[src/rtl/pcpi_arbiter.sv]
// pcpi_arbiter: shares the core's single PCPI port between NUM_SLAVES
// coprocessors. Each instruction goes to every slave. The lowest-index
// slave that claims it (wait or ready) becomes the owner, and the owner's
// handshake is routed back to the core. If no slave claims the instruction
// within TIMEOUT_CYCLES, a one-cycle timeout pulse lets the core trap it as
// illegal.
module pcpi_arbiter #(
    parameter int NUM_SLAVES     = 3,
    parameter int TIMEOUT_CYCLES = 16
) (
    input  logic                     clk,
    input  logic                     resetn,
    // core side
    input  logic                     pcpi_valid,
    input  logic [31:0]              pcpi_insn,
    input  logic [31:0]              pcpi_rs1,
    input  logic [31:0]              pcpi_rs2,
    output logic                     pcpi_wr,
    output logic [31:0]              pcpi_rd,
    output logic                     pcpi_wait,
    output logic                     pcpi_ready,
    output logic                     pcpi_timeout,
    output logic                     err_multi,
    // slave side
    output logic [NUM_SLAVES-1:0]    s_valid,
    output logic [31:0]              s_insn,
    output logic [31:0]              s_rs1,
    output logic [31:0]              s_rs2,
    input  logic [NUM_SLAVES-1:0]    s_wait,
    input  logic [NUM_SLAVES-1:0]    s_ready,
    input  logic [NUM_SLAVES-1:0]    s_wr,
    input  logic [32*NUM_SLAVES-1:0] s_rd
);

    localparam int OW = (NUM_SLAVES > 1) ? $clog2(NUM_SLAVES) : 1;
    localparam int TW = $clog2(TIMEOUT_CYCLES + 1);
    localparam logic [TW-1:0] TLAST = TW'(TIMEOUT_CYCLES - 1);
    localparam logic [TW-1:0] TMAX  = TW'(TIMEOUT_CYCLES);

    typedef enum logic [1:0] {IDLE, PROBE, BUSY, DONE} state_t;

    state_t          state_q, state_d;
    logic [OW-1:0]   owner_q, owner_d;
    logic [TW-1:0]   tcnt_q, tcnt_d;

    logic [NUM_SLAVES-1:0] sv_c, claim_c;
    logic                  wait_c, ready_c, wr_c, tmo_c, multi_c;
    logic [31:0]           rd_c;
    int                    win_c;

    // State, owner and timeout counter registers
    always_ff @(posedge clk or negedge resetn) begin
        if (!resetn) begin
            state_q <= IDLE;
            owner_q <= '0;
            tcnt_q  <= '0;
        end else begin
            state_q <= state_d;
            owner_q <= owner_d;
            tcnt_q  <= tcnt_d;
        end
    end

    // Next-state logic and combinational routing of the selected slave
    always_comb begin
        state_d = state_q;
        owner_d = owner_q;
        tcnt_d  = tcnt_q;
        sv_c    = '0;
        claim_c = '0;
        win_c   = 0;
        wait_c  = 1'b0;
        ready_c = 1'b0;
        wr_c    = 1'b0;
        rd_c    = '0;
        tmo_c   = 1'b0;
        multi_c = 1'b0;
        case (state_q)
            IDLE, PROBE: begin
                sv_c    = {NUM_SLAVES{pcpi_valid}};
                claim_c = (s_wait | s_ready) & sv_c;
                // Clearing the lowest set bit leaves a nonzero value only
                // when two or more slaves claim.
                multi_c = |(claim_c & (claim_c - NUM_SLAVES'(1)));
                for (int i = NUM_SLAVES - 1; i >= 0; i--)
                    if (claim_c[i]) win_c = i;
                if (!pcpi_valid) begin
                    state_d = IDLE;
                    tcnt_d  = '0;
                    owner_d = '0;
                end else if (|claim_c) begin
                    if (s_ready[win_c]) begin
                        // Zero-latency result: the winner already has it.
                        ready_c = 1'b1;
                        wr_c    = s_wr[win_c];
                        rd_c    = s_rd[32*win_c +: 32];
                        state_d = DONE;
                    end else begin
                        wait_c  = 1'b1;
                        owner_d = OW'(win_c);
                        state_d = BUSY;
                    end
                end else if (state_q == IDLE) begin
                    state_d = PROBE;
                end else if (tcnt_q == TLAST) begin
                    tmo_c   = 1'b1;
                    state_d = DONE;
                end else if (tcnt_q < TMAX) begin
                    tcnt_d = tcnt_q + TW'(1);
                end
            end
            BUSY: begin
                sv_c[owner_q] = pcpi_valid;
                if (!pcpi_valid) begin
                    // Core abort: drop the transaction and return no result.
                    state_d = IDLE;
                    tcnt_d  = '0;
                    owner_d = '0;
                end else if (s_ready[owner_q]) begin
                    ready_c = 1'b1;
                    wr_c    = s_wr[owner_q];
                    rd_c    = s_rd[32*owner_q +: 32];
                    state_d = DONE;
                end else begin
                    wait_c = s_wait[owner_q];
                end
            end
            DONE: begin
                if (!pcpi_valid) begin
                    state_d = IDLE;
                    tcnt_d  = '0;
                    owner_d = '0;
                end
            end
            default: state_d = IDLE;
        endcase
    end

    // Every output is forced low while resetn is asserted
    assign pcpi_wait    = resetn & wait_c;
    assign pcpi_ready   = resetn & ready_c;
    assign pcpi_wr      = resetn & wr_c;
    assign pcpi_rd      = resetn ? rd_c : 32'h0;
    assign pcpi_timeout = resetn & tmo_c;
    assign err_multi    = resetn & multi_c;
    assign s_valid      = sv_c & {NUM_SLAVES{resetn}};
    assign s_insn       = resetn ? pcpi_insn : 32'h0;
    assign s_rs1        = resetn ? pcpi_rs1  : 32'h0;
    assign s_rs2        = resetn ? pcpi_rs2  : 32'h0;

endmodule

[config.mk]
export PLATFORM = sky130hd
export DESIGN_NAME = pcpi_arbiter
export DESIGN_NICKNAME = d
export VERILOG_FILES = /design/src/rtl/pcpi_arbiter.sv
export SDC_FILE = /design/constraint.sdc
export NUM_CORES = 1
export LEC_CHECK = 0
export CORE_AREA = 2 2 134 136
export DETAILED_ROUTE_END_ITERATION = 10
export DIE_AREA = 0 0 136 138
export PLACE_DENSITY = 0.54
export SLEW_MARGIN = 0
export SYNTH_ARGS = -nofsm -noshare
export SYNTH_HDL_FRONTEND = slang
export SYNTH_SLANG_ARGS = --single-unit
[constraint.sdc]
create_clock -name clk -period 3.3 [get_ports clk]
set_input_delay 0.66 -clock clk [delete_from_list [all_inputs] [get_ports clk]]
set_output_delay 0.66 -clock clk [all_outputs]
set_load 0.02 [all_outputs]
# Word level (Yosys, flattened, before mapping)
# Cells that the tools add are included.
dict set report totals {
  register_bits 9
  in_bits 204
  output_inout_bits 136
  elab_cells 117
}
dict set report classes {
  n_addsub 2
  order_cmp 4
  n_eq_ne 14
  shifts 2
  n_mux 73
  bitwise 10
  n_reduce_logical 9
}
# operator n
set op_table {}
lappend op_table {{$mux W32} 12}
lappend op_table {{$shiftx A96 B32 Y32} 1}
lappend op_table {{$shiftx A96 B8 Y32} 1}
lappend op_table {{$pmux W32 S2} 1}
lappend op_table {{$lt A32 B4 Y1 const B} 1}
lappend op_table {{$mux W1} 30}
lappend op_table {{$mux W5} 6}
lappend op_table {{$mux W2} 11}
lappend op_table {{$ne A3 B3 Y1 const B} 7}
lappend op_table {{$and A3 B3 Y3} 4}
lappend op_table {{$bmux W1 S2} 5}
lappend op_table {{$pmux W5 S2} 1}
lappend op_table {{$pmux W1 S2} 3}
lappend op_table {{$pmux W2 S3} 1}
lappend op_table {{$pmux W3 S2} 1}
lappend op_table {{$reduce_and A3 Y1} 2}
lappend op_table {{$reduce_or A3 Y1} 2}
lappend op_table {{$add A5 B1 Y5 const B} 1}
lappend op_table {{$and A1 B1 Y1} 5}
lappend op_table {{$eq A5 B4 Y1 const B} 1}
lappend op_table {{$lt A5 B5 Y1 const B} 1}
lappend op_table {{$ne A5 B5 Y1 const B} 1}
lappend op_table {{$reduce_and A5 Y1} 1}
lappend op_table {{$eq A2 B2 Y1 const B} 2}
lappend op_table {{11 further kinds} 13}

# Longest topological paths before layout
dict set report depth {
  word_depth 14
  ltp_mapped 7
  mapped_depth_nobuf 7
}

# Worst setup path before layout
# No wires, ideal clock.
dict set report synth_path {
  kind {input to output}
  from {in pcpi_valid}
  to {out pcpi_rd[30]}
  arrival_time_ns 2.237
  required_ns 2.640
  slack_ns 0.403
  cell_stages 6
  n_path_buf 3
  path_cell_list {buf_2 nand2_1 or3_1 buf_2 buf_2 o32ai_1}
}
dict set report synth_via {
  elab_chain_cells 13
  elab_cells_between_ends 16
  classes_between {shift (1); mux (13); bitwise (1); reduce/logical (1)}
}
# item line
set synth_lines {}
lappend synth_lines {{start, declared} 14} ;# input logic pcpi_valid,
lappend synth_lines {{branches (longest 11 deep; another with $shiftx A96 B32 Y32)} n/a}
lappend synth_lines {{$pmux W32 S2 (*)} 78} ;# case (state_q)
lappend synth_lines {{$mux W32 (*)} 143} ;# assign pcpi_rd = resetn ? rd_c : 32'h0;
lappend synth_lines {{end, declared} 19} ;# output logic [31:0] pcpi_rd,
# Mark *: on every way between the ends. The select of a mux whose other input is x is not followed.

# Final worst setup path
dict set report layout_path {
  from {in s_ready[2]}
  to {out pcpi_rd[19]}
}
dict set report layout_via {
  elab_chain_cells 14
  elab_cells_between_ends 20
  classes_between {shift (1); mux (16); bitwise (2); reduce/logical (1)}
}
# item line
set layout_lines {}
lappend layout_lines {{start, declared} 30} ;# input logic [NUM_SLAVES-1:0] s_ready,
lappend layout_lines {{branches (longest 12 deep; another with $shiftx A96 B32 Y32)} n/a}
lappend layout_lines {{$pmux W32 S2 (*)} 78}
lappend layout_lines {{$mux W32 (*)} 143}
# Marked as above.

==> summary.md <==
| Metric | Value |
|---|---|
| Critical Path RT | `2.64 ns` |
| Bufs and invs on worst path | `3` |
| Reg clk slew, reported paths | `0.04 ns` |
| Layout cells sized above 1 | `20.0%` |
| WL per Instance | `18.3 um` |
| Die area | `18800 um^2` |
| IO Port Bufs | `339` |
| Crit path cell chain | `clkdlybuf4s50_1 -> nor3b_1 -> a211oi_1 -> or3_4 -> buf_12 -> o32ai_2 -> buf_4` |
| Synthesized area | `3490 um^2` |
| RR Endpoint | `tcnt_q[2]` |
| Net Sw Power | `0.419 mW` |
| Reg2reg setup slack | `1.29 ns` |
| First-pass detailed-route iteration total | `4` |
| Max cap viols | `0` |
| Synth area leader | `and2_1` |
| CP Capture Type | `output pin` |
| HP Class | `in2async` |
| Clk sinks | `9` |
| Fin. Hold Viols | `0` |
| Largest net degree at the start of global routing | `59` |
| Setup repair after global routing missed its margin | `true` |
| Pwr Total | `1.19 mW` |
| Synth top cells by count | `and2_1 (96), nor2_1 (79), a21oi_1 (40)` |
| Final Skew | `0.00170 ns` |
| Clock Power Share | `18.0%` |
| CP arrival | `2.62 ns` |
| Syn Nets | `667` |
| Ys flop type | `dfrtp_1` |
| Worst-case clock buffer depth | `2` |
| CP peak stage delay | `0.50 ns` |
| Status | `finished, final reports clean` |
| Post-Synthesis Cells | `461` |
| Post-layout min period | `3.28 ns` |
| Worst slew pin tran | `0.402 ns` |
| Ant diodes | `0` |
| Top-count cell post-synth | `and2_1` |
| Power density over the cells | `159 nW/um^2` |
| Max Clock Freq | `305 MHz` |
| Core ar. | `17500 um^2` |
| Yosys warnings | `0` |
| Post-synth EDFFs | `0` |
| P_int | `0.767 mW` |
| Fraction of registers with async set/reset | `100%` |
| Initial antenna violation count | `0` |
| Initial Util | `19.9%` |
| Final setup violation count | `0` |
| Slew headroom | `73.0%` |
| Num rows | `49` |
| Final period util | `99.3%` |
| Routability cong. | `0.840` |
| CP top delay family | `buffers and inverters` |
| Vias post-DR | `4943` |
| Vias in the first global route | `5442` |
| Dpl hpwl | `14800 um` |
| Yosys top cell area share | `17.2%` |
| Leak | `2.83 nW` |
| Latest clock arrival within the worst-skew pair | `0.23 ns` |
| Die Wd | `136 um` |
| Tot GR Track Use | `19.2%` |
| H-tree depth | `1` |
| CP max-delay cell | `clkdlybuf4s50_1` |
| Final net count | `1014` |
| Logic pwr share | `72.2%` |
| Gr ovfl total | `0` |
| Post-layout util | `42.7%` |
| DRC viols | `0` |
| Final antenna-violating net count | `0` |
| First-pass GRT wire length | `29100 um` |
| CTS tree | `done` |
| R2R depth | `7` |
| Setup CP Type | `in2out` |
| CTS buffer count | `3` |
| Largest cells by area after synthesis | `and2_1 (17%), o32ai_2 (14%), a221oi_2 (13%)` |
| Avg Cell Area, Syn | `7.58 um^2` |
| Sequential fraction of the synthesis area | `6.45%` |
| Clock Tree Root | `clkbuf_16` |
| P&R area growth vs syn | `114%` |
| Io pins | `340` |
| Flop pwr share | `9.8%` |
| Net Sw Frac | `35.3%` |
| Routed wire length | `19000 um` |
| Iter 0 DRT Violations | `202` |
| Crit Path Max Fanout | `15` |
| Max Slew Vio Count | `0` |
| Die Y-Extent | `138 um` |
| Flops & latches, synth | `9` |
| CP startpoint kind | `input port` |
| Netlist cell types | `39` |
| Max IR drop VDD | `153 uV` |
| Reg-to-reg startpoint | `tcnt_q[0]` |
| DR vias/cell | `4.77` |
-- state kept, by name, summed over array words and instances, names as in the netlist --
signal and count:
owner_q 2, state_q 2, tcnt_q 5
-- worst max path at each step --
stage | start | endpoint | slack, ns | cells past startpoint
3_5_place_dp | s_wait[1] | pcpi_rd[5] | -0.59 | 7
4_1_cts | s_ready[2] | pcpi_rd[29] | 0.0007 | 7
2_1_floorplan | pcpi_valid | pcpi_rd[30] | 0.40 | 6
6_report | s_ready[2] | pcpi_rd[19] | 0.02 | 7
5_1_grt | s_ready[2] | pcpi_ready | -0.07 | 7
3_3_place_gp | pcpi_valid | pcpi_rd[30] | -0.56 | 6
-- routing by layer --
metal	global-route usage (%)	routed length (um)	share of wire, %	up-vias
met5	0	0	0	-
met4	4.71	348	1.8	0
met3	4.58	1550	8.1	28
met2	36.2	9980	53	229
met1	21.4	7120	37	2330
li1	-	-	-	2356
-- metrics by stage --
stage / setup slack [ns] / instances / instance area (um^2) / TNS (ns) / hold WS, ns
after floorplan: 0.403 / 461 / 3490 / 0 / 0.364
after global placement: -0.564 / 1028 / 7430 / -16.98 / 0.499
after detailed placement: -0.587 / 1028 / 7430 / -17.37 / 0.513
after CTS: 0.000710 / 1036 / 7550 / 0 / 0.482
after global routing: -0.0679 / 1036 / 7480 / -0.0940 / 0.504
final: 0.0235 / 1036 / 7480 / 0 / 0.466
-- cell usage in the layout, fill, tap and decap left out, types with 2 or more instances in the layout --
master             n
o32ai_2           31
dlygate4sd2_1      5
nor3_1             3
buf_2             30
nand3b_1           2
buf_12            12
clkbuf_16          3
buf_4             43
bufbuf_16          2
a221oi_2          29
a2bb2oi_1          2
nor2b_1           35
inv_1              4
o32ai_1            3
o21ai_0            3
or3_1              5
or3_4              2
clkdlybuf4s50_1  297
dfrtp_1            8
a221oi_1           2
nand2_1            7
nand2b_1           3
nand4_1            2
and2_1            96
ha_1               2
mux2i_1           36
a21oi_1           40
a221oi_4           2
nor2_1            77
-- logic make-up after synthesis --
| family | synth area share [%] |
|---|---|
| muxes | 10.3 |
| xor gates and xnor gates | 0.251 |
| and+or+nand+nor | 37.6 |
| AOI/OAI and AO/OA | 37.0 |
| buffers and inverters | 7.45 |
| adders and majority gates | 1.00 |
| DFF | 6.45 |
-- layout make-up --
cell class,instances,area (um^2)
clock buffers,4,78.8
fillers,1772,10000
inverters,4,15.0
multi-input cells,400,3070
flip-flops and latches,9,226
well taps,229,287
repair buffers,390,3810
-- repair_timing --
action                     in CTS  in global routing
buffers inserted                2                  0
pin swaps                       1                  0
gates cloned                    2                  0
hold buffers                    0                  0
gates resized for setup       134                 16
setup endpoints to repair      35                 18
-- power by group through the flow --
stage	logic, mW	clock network [mW]	registers, mW
2_1_floorplan	0.353	0	0.116
3_3_place_gp	0.854	0	0.117
3_5_place_dp	0.861	0	0.117
4_1_cts	0.867	0.220	0.116
5_1_grt	0.912	0.229	0.116
6_report	0.857	0.214	0.116
Note: power is estimated with default switching activity, not from simulation.
